### config.mk
export PLATFORM = sky130hd
export DESIGN_NAME = demux_1x16_capture
export DESIGN_NICKNAME = d
export VERILOG_FILES = /design/src/rtl/demux_capture_pkg.sv /design/src/rtl/capture_ptr.sv /design/src/rtl/demux_1x16_capture.sv
export SDC_FILE = /design/constraint.sdc
export NUM_CORES = 1
export LEC_CHECK = 0
export CAP_MARGIN = 20
export CELL_PAD_IN_SITES_DETAIL_PLACEMENT = 0
export CELL_PAD_IN_SITES_GLOBAL_PLACEMENT = 2
export CORE_MARGIN = 4
export CORE_UTILIZATION = 33
export CTS_CLUSTER_DIAMETER = 30
export DETAILED_ROUTE_END_ITERATION = 8
export MAX_ROUTING_LAYER = met4
export PLACE_DENSITY = 0.91
export SLEW_MARGIN = 10
export SYNTH_ARGS = -nofsm -noshare
export SYNTH_HDL_FRONTEND = slang
export SYNTH_SLANG_ARGS = --single-unit
### constraint.sdc
create_clock -name clk -period 4.8 [get_ports clk]
set_input_delay 0.96 -clock clk [delete_from_list [all_inputs] [get_ports clk]]
set_output_delay 0.96 -clock clk [all_outputs]
set_load 0.01 [all_outputs]
### src/rtl/demux_capture_pkg.sv
// Shared types and default sizing for the 1:16 bit-steering capture block.
package demux_capture_pkg;

   typedef enum logic {FILL, HOLD} cap_state_t;

   localparam int unsigned WIDTH_DEF = 16;
   localparam int unsigned SEL_W_DEF = 4;

endpackage

### src/rtl/capture_ptr.sv
// Modulo-2^SEL_W write pointer for serial-to-parallel capture.
module capture_ptr #(
   parameter int unsigned SEL_W = 4
) (
   input  logic             clk,
   input  logic             rst,
   input  logic             clr_i,
   input  logic             en_i,
   output logic [SEL_W-1:0] ptr_o
);

   logic [SEL_W-1:0] ptr_q, ptr_d;

   // Clear has priority: a drain never coincides with an accepted write anyway.
   always_comb begin
      ptr_d = ptr_q;
      if (clr_i) begin
         ptr_d = '0;
      end else if (en_i) begin
         ptr_d = ptr_q + SEL_W'(1);
      end
   end

   always_ff @(posedge clk or posedge rst) begin
      if (rst) begin
         ptr_q <= '0;
      end else begin
         ptr_q <= ptr_d;
      end
   end

   assign ptr_o = ptr_q;

endmodule

### src/rtl/demux_1x16_capture.sv
// Steers a serial/selected bit stream into a registered word and hands the
// completed word out on a valid/ready handshake.
module demux_1x16_capture
   import demux_capture_pkg::*;
#(
   parameter int unsigned WIDTH = WIDTH_DEF,
   parameter int unsigned SEL_W = $clog2(WIDTH)
) (
   input  logic             clk,
   input  logic             rst,
   input  logic             in_bit,
   input  logic [SEL_W-1:0] sel,
   input  logic             auto_inc,
   input  logic             in_valid,
   output logic             in_ready,
   output logic [WIDTH-1:0] out_word,
   output logic [WIDTH-1:0] fill_mask,
   output logic             out_valid,
   input  logic             out_ready,
   output logic             dup_err
);

   cap_state_t       state_q, state_d;
   logic [WIDTH-1:0] word_q, word_d;
   logic [WIDTH-1:0] mask_q, mask_d;
   logic             dup_q, dup_d;
   logic [SEL_W-1:0] ptr;
   logic [SEL_W-1:0] idx;
   logic             accept;
   logic             drain;

   assign accept = (state_q == FILL) && in_valid;
   assign drain  = (state_q == HOLD) && out_ready;
   assign idx    = auto_inc ? ptr : sel;

   capture_ptr #(
      .SEL_W (SEL_W)
   ) u_ptr (
      .clk   (clk),
      .rst   (rst),
      .clr_i (drain),
      .en_i  (accept && auto_inc),
      .ptr_o (ptr)
   );

   always_comb begin
      state_d = state_q;
      word_d  = word_q;
      mask_d  = mask_q;
      dup_d   = 1'b0;
      unique case (state_q)
         FILL: begin
            if (in_valid) begin
               word_d[idx] = in_bit;
               mask_d[idx] = 1'b1;
               dup_d       = mask_q[idx];
               // Completion moves to HOLD on the same edge the last bit lands.
               if (&mask_d) begin
                  state_d = HOLD;
               end
            end
         end
         HOLD: begin
            if (out_ready) begin
               state_d = FILL;
               word_d  = '0;
               mask_d  = '0;
            end
         end
         default: state_d = FILL;
      endcase
   end

   always_ff @(posedge clk or posedge rst) begin
      if (rst) begin
         state_q <= FILL;
         word_q  <= '0;
         mask_q  <= '0;
         dup_q   <= 1'b0;
      end else begin
         state_q <= state_d;
         word_q  <= word_d;
         mask_q  <= mask_d;
         dup_q   <= dup_d;
      end
   end

   assign in_ready  = (state_q == FILL);
   assign out_valid = (state_q == HOLD);
   assign out_word  = word_q;
   assign fill_mask = mask_q;
   assign dup_err   = dup_q;

endmodule

# --- Word-level counts from Yosys, hierarchy flattened ---
# Cells that the tools add are included.
totals:
  word_cells: 38
  in_bits: 10
  ff_bits: 38
  ramBits: 0
  mem_count: 0
  latchBits: 0
  mem_bits_ro: 0
classes:
  div_mod_pow: 0
  n_mul: 0
  bitwise_logic: 2
  n_reduce_logical: 7
  n_shift: 0
  add_sub_neg: 1
  n_lt_le_gt_ge: 2
  n_eq_ne: 2
  mux: 19
op_table:
  columns: ["op", "n"]
  rows:
  - ["$pmux 16 s2", 2]
  - ["$mux 16", 3]
  - ["$bwmux 16", 1]
  - ["$or 16x16->16", 1]
  - ["$reduce_and 16->1", 1]
  - ["$mux 4", 3]
  - ["$mux 1", 7]
  - ["$lt 4x5->1 const B", 1]
  - ["$add 4x1->4 const B", 1]
  - ["$bmux 1 s4", 1]
  - ["$demux 1 s4", 1]
  - ["$ge 4x1->1 const B", 1]
  - ["$logic_and 1x1->1", 4]
  - ["$ne 2x2->1 const B", 2]
  - ["$pmux 1 s2", 1]
  - ["$reduce_and 2->1", 1]
  - ["$reduce_bool 2->1", 1]
  - ["$not 1->1", 1]

# --- Logic depth before layout (Yosys ltp) ---
# Gate-level depths: netlist of run 1.
logic_depth:
  word_depth: 10
  ltp_mapped: 7
  ltp_nobuf: 5

# --- By module ---
# Synthesis of run 1 repeated with hierarchy kept, for this count alone.
unflattened:
  cells_unflattened: 212
  hier_area_um2: 2119.5
modules_own_cells:
  columns: ["module", "seq_area_each_um2", "n_inst", "cells_per_inst", "area_each_um2"]
  rows:
  - ["demux_1x16_capture", 850.8, 1, 195, 1923.1]
  - ["capture_ptr", 100.1, 1, 17, 196.4]

# --- Worst setup path before layout of run 1 ---
# Ideal clock, no wire load.
synth_timing:
  path_kind: "input to register"
  startpoint: "input port auto_inc"
  endpoint: "register dup_q (netlist: dup_err)"
  arrival_time_ps: 2216
  slack_ps: 2448
  path_buffers: 1
  required_time_ps: 4664
  path_stages: 5
  cell_sequence: "buf_6 > mux2i_1 > mux4_2 > o22ai_1 > nor3_1"
synth_between:
  elab_chain_len: 5
synth_rtl:
  columns: ["element", "line_no", "source"]
  rows:
  - ["start: declaration", "demux_1x16_capture.sv:13", "input logic auto_inc,"]
  - ["$mux 4", "demux_1x16_capture.sv:34", "assign idx = auto_inc ? ptr : sel;"]
  - ["$bmux 1 s4", "demux_1x16_capture.sv:56", "dup_d = mask_q[idx];"]
  - ["$mux 1 (not written as such)", "demux_1x16_capture.sv:56", null]
  - ["$mux 1", "demux_1x16_capture.sv:53", "if (in_valid) begin"]
  - ["$mux 1", "demux_1x16_capture.sv:51", "unique case (state_q)"]
  - ["via dup_d", "demux_1x16_capture.sv:26", "logic dup_q, dup_d;"]
  - ["end signal: assignment", "demux_1x16_capture.sv:84", "dup_q <= dup_d;"]
  - ["end: declaration", "demux_1x16_capture.sv:26", null]
# The timed path passes the listed nets, and every way through them passes these cells. The select of a mux whose other input is x is not followed.
# A chain may end at the register's enable or synchronous reset.

# --- Worst setup path after layout of run 1 ---
# Same ends and word-level chain as after synthesis.

==> impl_results.md, run 1 <==
* Top delay family on crit path: multiplexers
* Yosys warning count at 0
* Rows at 28
* Width of the chip at 86.78 um
* WL final at about 6000 um
* Setup TNS at 0 ns
* Clk Latency, worst-skew pair at 0.30 ns
* Critical path's largest stage delay at around 0.89 ns
* Yosys reg bits at 38
* Worst Path Arrival at around 3.4 ns
* Slew @ Worst Pin at about 0.77 ns
* Fin crit share at about two thirds
* Reg clk slew, reported paths at 0.07 ns
* Most frequent cell after synthesis: dfrtp_1
* ANT cells at 0
* Final setup viols at 0
* CTS tree: done
* Setup Crit Path Kind: in2reg
* Synthesized area per cell at approximately 9.8 um2
* Largest area contributor in the netlist: dfrtp_1
* Cell area power density at 608.0 nW/um2
* CP required at just under 5 ns
* Final Max Slew Viols at 0
* Layout cells sized above 1 at 7.905%
* Fmax at 0.3119 GHz
* Crit path time final at 3.206 ns
* Cell Area, Synth at approximately 2000 um2
* Yosys cell types at 35
* Worst hold path type: reg2reg
* DRC errors left at 0
* Relative slew slack at roughly half
* Worst vdd rail ir drop at between 200 and 300 uV
* First-pass GRT wire length at approximately 10000 um
* I/O pins at between 40 and 50
* Total core area at around 6000 um2
* Critical path peak fanout at 21
* Initial Util at 34.39%
* Starting DRT DRC Count at 159
* Max-cap violations at 0
* Total gr overflow at 0
* GRT Overall Usage at 18.05%
* Hold Vio Cnt, Final at 0
* Area grow syn2layout at 31.46%
* Yosys top cell area share at 46.43%
* Num CTS Buffers at 5
* Routed vias/inst at roughly 5.5
* Clk_skew at between 0.01 and 0.015 ns
* Post-Syn Instances at between 200 and 250
* H-tree lvl count at 2
* Hpwl dp at approximately 4400 um
* EDFF count, synth at 0
* RSZ-0062 raised after global routing: false
* Hold buffers post-CTS at 0
* # fillers at 605
* Multi-input gate area at between 1000 and 1500 um2
* FFs w/ async S/R, synth at between 90% and 100%
* Largest net degree at the start of global routing at 39
* Area taken by flip-flops and latches at ~950 um2
* Layout Cells excl Fill at approximately 330
* Bufs on Longest Clock Path at 2
* # nets final at approximately 260
* CP Launch Type: input pin
* Placed instance count at between 300 and 400
* Root Buffer: clkbuf_8
* Crit-path cells: clkdlybuf4s50_1 > mux2i_1 > mux4_2 > o22ai_1 > nor3_1
* Seq/Total Area, Yosys at between 40 and 50%
* ANT nets after route at 0
* Worst path slowest cell: clkdlybuf4s50_1
* GPL Wtd Cong at about 0.96
* Status: complete, no violations
* Initial antenna violation count at 0
* Setup repair bufs after CTS at 0
* Routed via count at roughly 1800
* I/O Buffers at 44
* Post-cts resize count at 0
* CP Buf/Inv Count at 1
* Post-synth top cells: dfrtp_1, nor2_1, mux2i_1
* Area contributors post-synth: dfrtp_1, mux2i_1, nor2_1
* Vias in the first global route at about 1800
* Commonest register cell after synthesis: dfrtp_1
* Total die area at between 7000 and 8000 um2
* Pleak at around 1.1 nW
* Net count after synthesis at 219
* Crit end category: flop
* Wire per inst at 18.32 um
* First-pass detailed-route iteration total at 5
* Die height at about 87 um
* Sink Count at 38
worst min-delay path: stages (launching register included):
cell     delay (ns)
dfrtp_1        0.34
mux2i_1        0.06
nor2_1         0.08
kinds of logic after synthesis:
logic type	after synthesis	share of synthesized area, %
AND/OR/NAND/NOR	94	23.52
flip-flops	38	46.43
buffers and inverters	17	3.909
adder cells (fa/ha/maj)	1	0.6108
AO/OA/AOI/OAI	35	11.91
multiplexers	22	13.19
XOR/XNOR	1	0.4277
path summary, 6_finish.rpt:
path / startpoint / end / slack (ns) / cells after the start
min reg2reg: out_word[14]$_DFFE_PP0P_ / out_word[14]$_DFFE_PP0P_ / 0.52 / 2
min in group asynchronous: rst / fill_mask[8]$_DFFE_PP0P_ / 1.08 / 3
max reg2reg: u_ptr.ptr_o[0]$_DFFE_PP0P_ / dup_err$_DFF_PP0_ / 2.73 / 4
min: out_word[14]$_DFFE_PP0P_ / out_word[14]$_DFFE_PP0P_ / 0.52 / 2
max in group asynchronous: rst / out_word[14]$_DFFE_PP0P_ / 3.37 / 3
max: auto_inc / dup_err$_DFF_PP0_ / 1.59 / 5
placed cells by master, fill, tap and decap left out, drive strengths merged:
cell,netlist,layout
o21a,4,4
mux4,4,4
a32o,1,1
nor3,13,13
or2,1,1
mux2i,18,18
o21ba,1,1
or3b,5,5
nor2b,1,1
o2bb2a,1,1
a221oi,1,1
inv,8,8
nand3b,7,7
o22ai,4,4
bufinv,0,2
a2111oi,1,1
o221ai,1,1
nor3b,2,2
clkdlybuf4s50,0,44
nand2,8,8
dfrtp,38,38
a22oi,8,8
a21oi,8,8
and2,6,6
ha,1,1
clkbuf,6,6
nor2,35,35
buf,3,2
nor4,1,1
or3,2,2
nand3,13,13
o21ai,5,5
xor2,1,1
final cells by class:
cell class,count,share of cell area [%]
multi-input combinational,153,37.87
tap,75,3.485
sequential,38,35.32
clock inverter,2,2.230
inverter,8,1.115
clock buffer,6,3.067
timing repair buffer,46,16.91
registers in the layout, indices dropped and copies added, names as in the netlist:
signal,flops
out_word,16
u_ptr.ptr_o,4
out_valid,1
dup_err,1
fill_mask,16
report_power, final:
group	total, mW	internal [mW]	switching, mW
Clock	0.339	0.222	0.118
Sequential	0.610	0.463	0.147
Combinational	0.688	0.385	0.303
Total	1.64	1.07	0.568
metal layers:
metal  global-route usage [%]  vias to the layer above  wire [um]  part of all wire, %
li1                         -                      832          -                    -
met1                    24.69                      855       2730                   45
met2                    25.95                       88       2709                   45
met3                    3.707                       20        383                  6.4
met4                    7.507                        0        186                  3.1
met5                        -                        -          0                    0
metrics by stage:
step | hold WS (ns) | worst slack [ns] | cell area (um2) | total power, mW | utilization, %
after floorplan | 0.5550 | 2.448 | 2048 | 0.9247 | -
after global placement | 0.5044 | 1.269 | 2550 | 1.307 | 42.82
after detailed placement | 0.5148 | 1.269 | 2550 | 1.307 | 42.82
after CTS | 0.5327 | 1.571 | 2693 | 1.655 | 45.21
after global routing | 0.5603 | 1.371 | 2693 | 1.749 | 45.21
final | 0.5217 | 1.594 | 2693 | 1.637 | 45.21
No activity file was read; power rests on OpenSTA's default activity.
==> inputs of run 2 (changes only) <==
Settings changed: CORE_UTILIZATION 33 to 28, PLACE_DENSITY 0.91 to 0.83.
Clock period 4.8 ns to 2.6 ns, I/O delays scaled along.
==> run 2 against run 1 <==
Non-clock buffer count is 17 higher. Wire length is 0.23% higher. Final area is 3.8% higher. Register-to-register slack worse by 2.1 ns. Sequential share of layout area is 1.3 points lower. Setup slack worse by 1.4 ns. Critical path depth is 2 higher. Largest power group unchanged.
==> impl_results.md, run 2 (same netlist as run 1, synthesis figures left out) <==
* Initial Util at 29.50% (-4.9 points)
* Worst Path Arrival at 2.61 ns (-0.74 ns)
* H-tree lvl count at 2 (unchanged)
* Placed instance count at 358 (+12%)
* GRT Overall Usage at 14.95% (-3.1 points)
* ANT cells at 0 (unchanged)
* Critical path peak fanout at 13 (-38%)
* Die height at 93.53 um (+7.8%)
* Crit end category: flop
* I/O pins at 45 (unchanged)
* Crit path time final at 2.386 ns
* Max-cap violations at 0 (unchanged)
* CP Launch Type: input pin
* Multi-input gate area at 1020 um2 (unchanged)
* Relative slew slack at 56.64% (+7.8 points)
* Area taken by flip-flops and latches at 950.9 um2 (unchanged)
* Total gr overflow at 0 (unchanged)
* # nets final at 280 (+6.5%)
* Total die area at 8748 um2 (+16%)
* Starting DRT DRC Count at 91 (-43%)
* Slew @ Worst Pin at 0.6484 ns (-0.1173 ns)
* Sink Count at 38 (unchanged)
* Setup TNS at 0 ns (unchanged)
* Hold buffers post-CTS at 0 (unchanged)
* Rows at 30 (+7.1%)
* Vias in the first global route at 1926 (+4.3%)
* DRC errors left at 0 (unchanged)
* R2r worst-path depth at 5 (+1)
* Cell area power density at 1017 nW/um2 (+67%)
* Clk_skew at 0.004971 ns (-0.005271 ns)
* Width of the chip at 93.53 um (+7.8%)
* Worst r2r dst: out_valid$_DFF_PP0_
* FF-to-FF Start: u_ptr.ptr_o[1]$_DFFE_PP0P_
* CP endpoint: out_valid$_DFF_PP0_
* Setup repair bufs after CTS at 0 (unchanged)
* CP required at 2.82 ns (-2.13 ns)
* WL final at 6024 um (+0.23%)
* Layout Cells excl Fill at 366 (+12%)
* WHS Path Cells at 2 (unchanged)
* Setup Crit Path Kind: in2reg
* ANT nets after route at 0 (unchanged)
* CTS tree: done
* Num CTS Buffers at 5 (unchanged)
* Routed via count at 1811 (+0.89%)
* Layout cells sized above 1 at 13.33% (+5.4 points)
* Crit-path cells: clkdlybuf4s50_1 > buf_4 > or3b_1 > and2_0 > o21ba_1 > a2111oi_1 > a32o_1
* Bufs on Longest Clock Path at 2 (unchanged)
* Commonest non-fill, non-tap cells in the layout: clkdlybuf4s50_1, dfrtp_1, nor2_1
* I/O Buffers at 44 (unchanged)
* Clk Latency, worst-skew pair at 0.28 ns (-0.02 ns)
* Area grow syn2layout at 36.47%
* Hold Vio Cnt, Final at 0 (unchanged)
* Fin crit share at 91.75%
* # fillers at 700 (+16%)
* Wire per inst at 16.46 um (-10%)
* First-pass detailed-route iteration total at 4 (-1)
* Worst hold path type: reg2reg
* Initial antenna violation count at 0 (unchanged)
* GPL Wtd Cong at 0.8965 (-6.8%)
* Status: complete, no violations
* Reg clk slew, reported paths at 0.07 ns (about the same)
* Final Max Slew Viols at 0 (unchanged)
* Final Power at 2.844 mW (+74%)
* Fmax at around 0.42 GHz
* Critical path's largest stage delay at 0.44 ns (-0.45 ns)
* Root Buffer: clkbuf_8
* Hpwl dp at 4389 um (-1.3%)
* Most common cell after layout, fill and taps aside: clkdlybuf4s50_1
* RSZ-0062 raised after global routing: false
* Routed vias/inst at 4.948 (-9.6%)
* Total core area at 6944 um2 (+17%)
* Worst path slowest cell: or3b_1
* Reg2Reg Setup Slack at 0.61 ns (-2.12 ns)
* Post-cts resize count at 0 (unchanged)
* Largest net degree at the start of global routing at 39 (unchanged)
* Worst setup path startpoint: auto_inc
* First-pass GRT wire length at 9977 um (-0.83%)
* Worst vdd rail ir drop at 510.1 uV (+97%)
* Pleak at 1.175 nW (+5.4%)
* Final setup viols at 0 (unchanged)
-- run 2: through the flow --
step	worst slack (ns)	hold slack (ns)	area [um2]	util [%]
after global routing	0.1323	0.5548	2795	40.25
after CTS	0.2517	0.5333	2795	40.25
after detailed placement	-0.03411	0.5121	2704	38.94
after floorplan	0.6881	0.5550	2048	-
after global placement	-0.006491	0.5095	2704	38.94
final	0.2144	0.5255	2795	40.25
-- run 2: worst min path at each step --
stage                                         from                        to  slack [ns]
after detailed placement   out_word[6]$_DFFE_PP0P_   out_word[6]$_DFFE_PP0P_        0.51
after global placement     out_word[7]$_DFFE_PP0P_   out_word[7]$_DFFE_PP0P_        0.51
final                     out_word[10]$_DFFE_PP0P_  out_word[10]$_DFFE_PP0P_        0.53
after CTS                 out_word[10]$_DFFE_PP0P_  out_word[10]$_DFFE_PP0P_        0.53
after global routing      out_word[15]$_DFFE_PP0P_  out_word[15]$_DFFE_PP0P_        0.55
after floorplan           out_word[14]$_DFFE_PP0P_  out_word[14]$_DFFE_PP0P_        0.56
-- run 2: per-layer routing --
layer | up-vias | track usage, % | part of all wire (%)
li1 | 869 | - | -
met1 | 867 | 20.62 | 48
met2 | 68 | 22.16 | 44
met3 | 7 | 3.942 | 6.8
met4 | 0 | 3.249 | 1.1
met5 | - | - | 0
-- run 2: critical path, delay by kind of cell --
family	cells	cell delay [ns]
buf+inv	2	0.57
simple gates	2	0.73
compound gates	3	0.77
-- run 2: final cells by class --
| cell class | instances | share of cell area (%) |
|---|---|---|
| multi-input cells | 153 | 36.48 |
| flip-flops and latches | 38 | 34.02 |
| repair buffers | 63 | 20.86 |
| well taps | 96 | 4.297 |
| clock buffers | 7 | 3.089 |
| inverters | 8 | 1.074 |
| clock inverters | 1 | 0.1791 |
-- run 2: where the power goes --
part / switching, mW / internal (mW) / leakage, nW / total (mW)
sequential: 0.273 / 0.855 / 0.442 / 1.13
combinational: 0.562 / 0.741 / 0.685 / 1.30
clock: 0.199 / 0.214 / 0.0482 / 0.413
total: 1.03 / 1.81 / 1.17 / 2.84
